`src/rtl/request_queue_pkg.sv`:
```
// rtl/request_queue_pkg.sv - shared error codes for the ordered request queue
package request_queue_pkg;

    typedef logic [1:0] err_code_t;

    localparam err_code_t ERR_CONFLICT  = 2'd0;
    localparam err_code_t ERR_OVERFLOW  = 2'd1;
    localparam err_code_t ERR_UNDERFLOW = 2'd2;
    localparam err_code_t ERR_BAD_INDEX = 2'd3;

endpackage

```
`src/rtl/request_queue_match.sv`:
```
// rtl/request_queue_match.sv - parallel compare of a code against the valid queue entries
module request_queue_match #(
    parameter int DEPTH = 16,
    parameter int WIDTH = 4,
    localparam int CW = $clog2(DEPTH + 1)
) (
    input  logic [DEPTH*WIDTH-1:0] entries,
    input  logic [CW-1:0]          count,
    input  logic                   excl_head,
    input  logic [WIDTH-1:0]       data,
    output logic                   hit
);

    always_comb begin
        hit = 1'b0;
        for (int i = 0; i < DEPTH; i++) begin
            if ((CW'(i) < count) && !(excl_head && (i == 0)) &&
                (entries[i*WIDTH +: WIDTH] == data)) begin
                hit = 1'b1;
            end
        end
    end

endmodule

```
`src/rtl/request_queue_ord.sv`:
```
// rtl/request_queue_ord.sv - ordered stop queue with append/pop/insert/delete/flush
module request_queue_ord
    import request_queue_pkg::*;
#(
    parameter int DEPTH = 16,
    parameter int WIDTH = 4,
    parameter int DEDUP = 1,
    localparam int CW = $clog2(DEPTH + 1),
    localparam int IW = $clog2(DEPTH)
) (
    input  logic             clk,
    input  logic             clear_n,
    input  logic             flush,
    input  logic             push,
    input  logic             pop,
    input  logic             ins,
    input  logic             del,
    input  logic [WIDTH-1:0] data,
    input  logic [IW-1:0]    idx,
    input  logic [IW-1:0]    rd_addr,
    input  logic [IW-1:0]    rd_addr2,
    output logic [WIDTH-1:0] head,
    output logic [WIDTH-1:0] rd_data,
    output logic [WIDTH-1:0] rd_data2,
    output logic [CW-1:0]    count,
    output logic             empty,
    output logic             full,
    output logic             err,
    output err_code_t        err_code,
    output logic             dup
);

    logic [WIDTH-1:0] mem_q [DEPTH];
    logic [WIDTH-1:0] mem_d [DEPTH];
    logic [CW-1:0]    count_q, count_d;
    logic             err_q, err_d;
    logic             dup_q, dup_d;
    err_code_t        code_q, code_d;

    logic [DEPTH*WIDTH-1:0] entries, shift_dn, shift_up;
    logic [2:0]             n_req;
    logic                   legal, hit, dup_hit;
    logic                   do_remove, do_insert, do_tail;
    logic [CW-1:0]          rm_pos, in_pos, tail_pos, idx_ext;

    always_comb begin
        entries = '0;
        for (int i = 0; i < DEPTH; i++) entries[i*WIDTH +: WIDTH] = mem_q[i];
    end

    // Entries beyond count are zero, so plain shifts pull zeros into the vacated slots.
    assign shift_dn = entries >> WIDTH;
    assign shift_up = entries << WIDTH;

    request_queue_match #(.DEPTH(DEPTH), .WIDTH(WIDTH)) u_match (
        .entries   (entries),
        .count     (count_q),
        .excl_head (pop),
        .data      (data),
        .hit       (hit)
    );

    assign dup_hit  = (DEDUP != 0) && hit;
    assign n_req    = 3'(push) + 3'(pop) + 3'(ins) + 3'(del);
    assign legal    = (n_req == 3'd1) || ((n_req == 3'd2) && push && pop);
    assign idx_ext  = CW'(idx);
    assign tail_pos = count_q - CW'(1);

    always_comb begin
        mem_d     = mem_q;
        count_d   = count_q;
        err_d     = 1'b0;
        dup_d     = 1'b0;
        code_d    = code_q;
        do_remove = 1'b0;
        do_insert = 1'b0;
        do_tail   = 1'b0;
        rm_pos    = '0;
        in_pos    = '0;
        if (flush) begin
            for (int i = 0; i < DEPTH; i++) mem_d[i] = '0;
            count_d = '0;
        end else if (n_req != 3'd0) begin
            if (!legal) begin
                err_d  = 1'b1;
                code_d = ERR_CONFLICT;
            end else if (push && pop) begin
                if (empty) begin
                    do_insert = 1'b1;
                    count_d   = CW'(1);
                    err_d     = 1'b1;
                    code_d    = ERR_UNDERFLOW;
                end else begin
                    do_remove = 1'b1;
                    if (dup_hit) begin
                        dup_d   = 1'b1;
                        count_d = count_q - CW'(1);
                    end else begin
                        do_tail = 1'b1;
                    end
                end
            end else if (push) begin
                if (full) begin
                    err_d  = 1'b1;
                    code_d = ERR_OVERFLOW;
                end else if (dup_hit) begin
                    dup_d = 1'b1;
                end else begin
                    do_insert = 1'b1;
                    in_pos    = count_q;
                    count_d   = count_q + CW'(1);
                end
            end else if (pop) begin
                if (empty) begin
                    err_d  = 1'b1;
                    code_d = ERR_UNDERFLOW;
                end else begin
                    do_remove = 1'b1;
                    count_d   = count_q - CW'(1);
                end
            end else if (ins) begin
                if (idx_ext > count_q) begin
                    err_d  = 1'b1;
                    code_d = ERR_BAD_INDEX;
                end else if (full) begin
                    err_d  = 1'b1;
                    code_d = ERR_OVERFLOW;
                end else if (dup_hit) begin
                    dup_d = 1'b1;
                end else begin
                    do_insert = 1'b1;
                    in_pos    = idx_ext;
                    count_d   = count_q + CW'(1);
                end
            end else begin
                if (idx_ext >= count_q) begin
                    err_d  = 1'b1;
                    code_d = ERR_BAD_INDEX;
                end else begin
                    do_remove = 1'b1;
                    rm_pos    = idx_ext;
                    count_d   = count_q - CW'(1);
                end
            end
        end
        // Tail write follows the removal so a combined push+pop lands at count-1.
        for (int i = 0; i < DEPTH; i++) begin
            if (do_remove && (CW'(i) >= rm_pos)) mem_d[i] = shift_dn[i*WIDTH +: WIDTH];
            if (do_insert && (CW'(i) > in_pos))  mem_d[i] = shift_up[i*WIDTH +: WIDTH];
            if (do_insert && (CW'(i) == in_pos)) mem_d[i] = data;
            if (do_tail && (CW'(i) == tail_pos)) mem_d[i] = data;
        end
    end

    always_ff @(posedge clk) begin
        if (!clear_n) begin
            for (int i = 0; i < DEPTH; i++) mem_q[i] <= '0;
            count_q <= '0;
            err_q   <= 1'b0;
            dup_q   <= 1'b0;
            code_q  <= ERR_CONFLICT;
        end else begin
            mem_q   <= mem_d;
            count_q <= count_d;
            err_q   <= err_d;
            dup_q   <= dup_d;
            code_q  <= code_d;
        end
    end

    assign head     = mem_q[0];
    assign rd_data  = mem_q[rd_addr];
    assign rd_data2 = mem_q[rd_addr2];
    assign count    = count_q;
    assign empty    = (count_q == '0);
    assign full     = (count_q == CW'(DEPTH));
    assign err      = err_q;
    assign dup      = dup_q;
    assign err_code = code_q;

endmodule

```
`config.mk`:
```
export PLATFORM = sky130hd
export DESIGN_NAME = request_queue_ord
export DESIGN_NICKNAME = d
export VERILOG_FILES = /design/src/rtl/request_queue_pkg.sv /design/src/rtl/request_queue_match.sv /design/src/rtl/request_queue_ord.sv
export SDC_FILE = /design/constraint.sdc
export NUM_CORES = 1
export LEC_CHECK = 0
export CORE_ASPECT_RATIO = 1.75
export CORE_MARGIN = 5
export CORE_UTILIZATION = 45
export CTS_CLUSTER_DIAMETER = 100
export DETAILED_ROUTE_END_ITERATION = 12
export HOLD_SLACK_MARGIN = 0.06
export PLACE_DENSITY = 0.66
export SLEW_MARGIN = 20
export SYNTH_ARGS = -nofsm -noshare
export SYNTH_HDL_FRONTEND = slang
export SYNTH_SLANG_ARGS = --single-unit
```
`constraint.sdc`:
```
create_clock -name clk -period 4.5 [get_ports clk]
set_clock_uncertainty 0.1 [all_clocks]
set_input_delay 1.35 -clock clk [delete_from_list [all_inputs] [get_ports clk]]
set_output_delay 1.35 -clock clk [all_outputs]
set_load 0.05 [all_outputs]
```
# == Word-level counts from Yosys, hierarchy flattened ==
# Index checks and enable logic that the tools add are counted.
# op_classes
n_bitwise,6
n_reduce_logical,111
mux,168
n_lt_le_gt_ge,52
eq_ne,54
addsub,5
# ops
op,n
$mux 4,81
$mux 5,18
$logic_and 1x1->1,84
$eq 4x5->1 const A,16
$reduce_bool 5->1,16
$eq 4x4->1,16
$mux 64,1
$mux 1,57
$eq 3x5->1 const A,8
$ge 4x5->1 const A,8
$gt 4x5->1 const A,8
$lt 4x5->1 const A,8
$bmux 4 s4,2
$eq 2x5->1 const A,4
$ge 3x5->1 const A,4
$gt 3x5->1 const A,4
$lt 3x5->1 const A,4
$mux 2,9
$logic_not 5->1,3
$eq 1x5->1 const A,2
$ge 1x5->1 const A,2
$ge 2x5->1 const A,2
$ge 5x5->1 const B,2
$gt 1x5->1 const A,2
27 further kinds,35
# totals
elab_cells,416
inputBits,23
out_inout_bits,23
regBits,73

# == Longest topological paths before layout ==
# depth
word_depth,34
mapped_depth,20
depth_no_buf,16

# == Cells and area by module ==
# Synthesis repeated with hierarchy kept, for this count alone.
# unflattened
cells_unflattened,854
area_unflattened_um2,7095.6
# modules_own_cells
module,area_each_um2,seq_area_each_um2,instances,cells_each
request_queue_ord,6153.4,1461.4,1,726
request_queue_match,942.2,0.0,1,128

# == Worst setup path after synthesis ==
# Ideal clock, no wire load.
# synth_path
path_type,in2out
from,input port rd_addr2[0]
to,output port rd_data2[0]
setup_slack_ps,-323
path_buffers,2
stages,4
arrival_time_ps,3373
t_required_ps,3050
cell_sequence,clkbuf_1 buf_1 mux4_2 mux4_2
# synth_between
elab_chain_len,4
# synth_lines
element,line_no,source
"start, declared",request_queue_ord.sv:21,"input logic [IW-1:0] rd_addr2,"
$not 4->5 (not written as such),request_queue_ord.sv:173,assign rd_data2 = mem_q[rd_addr2];
$bmux 4 s4,request_queue_ord.sv:173,
$mux 4 (not written as such) (2 in series),request_queue_ord.sv:173,
"end, declared",request_queue_ord.sv:24,"output logic [WIDTH-1:0] rd_data2,"
# Every way passes these cells. The select of a mux whose other input is x is not followed.

# == Final worst setup path ==
# layout_path
from,input port rd_addr2[0]
to,output port rd_data2[3]
# Same word-level chain as after synthesis.

==> impl_metrics.env <==
export IMPL_antenna_found_initial=0
export IMPL_power_frac_seq_pct=30.7
export IMPL_gp_congestion=0.995
export IMPL_detail_route_iter0_violations=952
export IMPL_p_leak_uw=0.00403
export IMPL_synth_compound_area_share_pct=29.0
export IMPL_setup_tns_ps=0
export IMPL_startpoint_type="input port"
export IMPL_pwr_share_clk_pct=33.5
export IMPL_syn_avg_cell_area_um2=8.32
export IMPL_netlist_instances=898
export IMPL_std_cell_rows=62
export IMPL_io_buffer_count=45
export IMPL_syn_cell_area_um2=7470
export IMPL_slowest_stage="mux4_2"
export IMPL_worstPathRequired_ps=3050
export IMPL_internal_power_uw=1430
export IMPL_numCtsBuffers=9
export IMPL_worst_pin_slew_ps=641
export IMPL_vias=8788
export IMPL_gr_total_overflow=0
export IMPL_syn_to_final_growth_pct=38.0
export IMPL_maxCapViolCount=0
export IMPL_yosys_top_cells_count="dfxtp_1 (73), nand2_1 (70), nor2_1 (63), a21oi_1 (54), o21ai_0 (48)"
export IMPL_timing_fmax_mhz=225
export IMPL_p_per_area_nw_per_um2=219
export IMPL_syn_nets=938
export IMPL_criticalPathCategory="in -> out"
export IMPL_r2r_slack_ps=740
export IMPL_fp_dieW_um=107
export IMPL_core_um2=16400
export IMPL_grt_pass1_wl_um=49700
export IMPL_grt_use_total_pct=33.5
export IMPL_finalHoldViolCount=0
export IMPL_root_buffer="clkbuf_16"
export IMPL_htreeDepth=3
export IMPL_p_sw_share_pct=36.8
export IMPL_synthTopCellsByArea="dfxtp_1 (20%), mux4_2 (12%), xor2_1 (4.7%)"
export IMPL_synth_top_family_by_area="compound AO/OA/AOI/OAI gates"
export IMPL_slew_headroom_pct=57.2
export IMPL_cts_tree="built"
export IMPL_synth_area_mux_share_pct=14.3
export IMPL_worstPathCellList="clkdlybuf4s15_1 > buf_6 > mux4_2 > mux4_2 > buf_8"
export IMPL_power_frac_comb_pct=35.9
export IMPL_synth_cell_types=87
export IMPL_finalSetupViolations=0
export IMPL_start_util_pct=45.6
export IMPL_diodes=0
export IMPL_finalMaxSlewViolations=0
export IMPL_path_common_cell="mux4_2"
export IMPL_viasPerCell=6.69
export IMPL_drt_pass1_iter_count=6
export IMPL_ys_flop_type="dfxtp_1"
export IMPL_die_h_um=180
export IMPL_crit_path_max_incr_delay_ps=540
export IMPL_ioPinCount=46
export IMPL_cp_arrival_ps=2990
export IMPL_seq_area_frac_synth_pct=19.6
export IMPL_wire_per_inst_um=25.0
export IMPL_grt_pass1_vias=8519
export IMPL_dieArea_um2=19400
export IMPL_hold_slack_ps=429
export IMPL_drt_total_wl_um=32800
export IMPL_power_switching_uw=831
export IMPL_cts_clk_slew_worst_paths_ps=70
export IMPL_drtAntennaViolNets=0
export IMPL_ir_drop_uv=257
export IMPL_synth_top_cell_area_share_pct=19.6
export IMPL_dp_hpwl_um=24500
export IMPL_fin_crit_sh_pct=98.6
export IMPL_yosysMostFrequentCell="dfxtp_1"
export IMPL_worstPathMaxFanout=6
export IMPL_cts_sinks=73
export IMPL_yosys_warnings=0
export IMPL_hp_class="reg -> reg"
export IMPL_yosys_area_share_xor_xnor_pct=8.21
export IMPL_synthAdderAreaFrac_pct=2.95
export IMPL_yosys_area_share_simple_pct=20.1
export IMPL_outcome="finished, final reports clean"
export IMPL_fin_nets=1124
export IMPL_synth_seq_cells=73
export IMPL_drive_gt1_share_pct=32.5
export IMPL_yosysTopAreaCell="dfxtp_1"
export IMPL_drc=0
export IMPL_cts_path_max_buffers=2
export IMPL_fin_crit_ps=4440
export IMPL_synth_edf_count=0
export IMPL_async_flop_share_pct=0
export IMPL_grt_max_degree=48
export IMPL_cp_end_kind="primary output"
export IMPL_clk_latency_ps=360
state kept, by name, summed over array words and instances, names as in the netlist:
register  cells
entries      60
count         5
head          4
err_code      2
dup           1
err           1
layer usage:
layer | up-vias | wire, µm | track usage [%]
met5 | - | 0 | 0
met3 | 156 | 2090 | 5.23
li1 | 3867 | - | -
met1 | 4265 | 11400 | 37.4
met4 | 0 | 2720 | 22.3
met2 | 500 | 16500 | 57.5
worst max-delay path: cells and delay by family:
kind	cells	cell delay, ps
buffers and inverters	3	570
muxes	2	1060
cells in the final DEF, fill, tap and decap left out, types with 7 or more instances in the layout:
master and count:
nor3b_1 12, mux4_2 40, nand4_1 20, a221o_1 8, mux2i_1 17, nor2_1 56, a21o_1 13, nand2_1 68
a21oi_1 48, buf_4 171, buf_6 12, xor2_1 39, xnor2_1 30, dfxtp_1 73, and2_1 12, nor4_1 9
nor3_1 12, a211oi_1 17, o211ai_1 8, o21ai_0 45, clkdlybuf4s50_1 26, a221oi_1 9, inv_1 25, a222oi_1 8
nor2_2 7, o21ai_1 8, clkbuf_16 10, o221ai_1 8, nand3_1 23, ha_1 14, buf_12 13, a31oi_1 30
path summary, 6_finish.rpt:
| check | startpoint | end | cells past startpoint |
|---|---|---|---|
| max | rd_addr2[0] | rd_data2[3] | 5 |
| min | err_code[0] | err_code[0] | 2 |
| max reg2reg | count[3] | entries[38] | 13 |
| min reg2reg | err_code[0] | err_code[0] | 2 |
stage by stage:
step | instances | util [%] | power, µW | worst slack, ps | area (µm²)
3_5_place_dp | 1276 | 57.2 | 1440 | -902 | 9360
6_report | 1313 | 62.9 | 2260 | 64.1 | 10300
2_1_floorplan | 898 | - | 1130 | -109 | 7490
5_1_grt | 1313 | 62.9 | 2340 | -10.3 | 10300
3_3_place_gp | 1276 | 57.2 | 1440 | -869 | 9360
4_1_cts | 1295 | 61.0 | 2210 | 5.15 | 9980
power by group through the flow:
stage	logic, µW	registers [µW]	clock network, µW
detailed placement	734	706	0
finish	810	693	756
global route	856	696	788
CTS	768	692	755
floorplan	418	712	0
global placement	730	706	0
logic make-up after synthesis:
group                    count (synthesis)
AO/OA/AOI/OAI                          302
XOR/XNOR                                70
adder cells (fa/ha/maj)                 17
buffers and inverters                   96
flip-flops                              73
multiplexers                            57
AND/OR/NAND/NOR                        283
area by class of cell:
| class | instances | area, µm² |
|---|---|---|
| fill | 1421 | 6060 |
| clock buffer | 9 | 225 |
| multi-input combinational | 729 | 5970 |
| clock inverter | 7 | 71.3 |
| sequential | 73 | 1460 |
| tap | 224 | 280 |
| timing repair buffer | 241 | 2180 |
| inverter | 30 | 113 |
what timing repair did:
action / CTS / global route
gates cloned: 1 / 2
pin swaps: 20 / 27
setup buffers: 2 / 18
hold buffers: 0 / 0
gates resized for setup: 71 / 48
endpoints found under the setup margin: 72 / 62
Note: power is estimated with default switching activity, not from simulation.
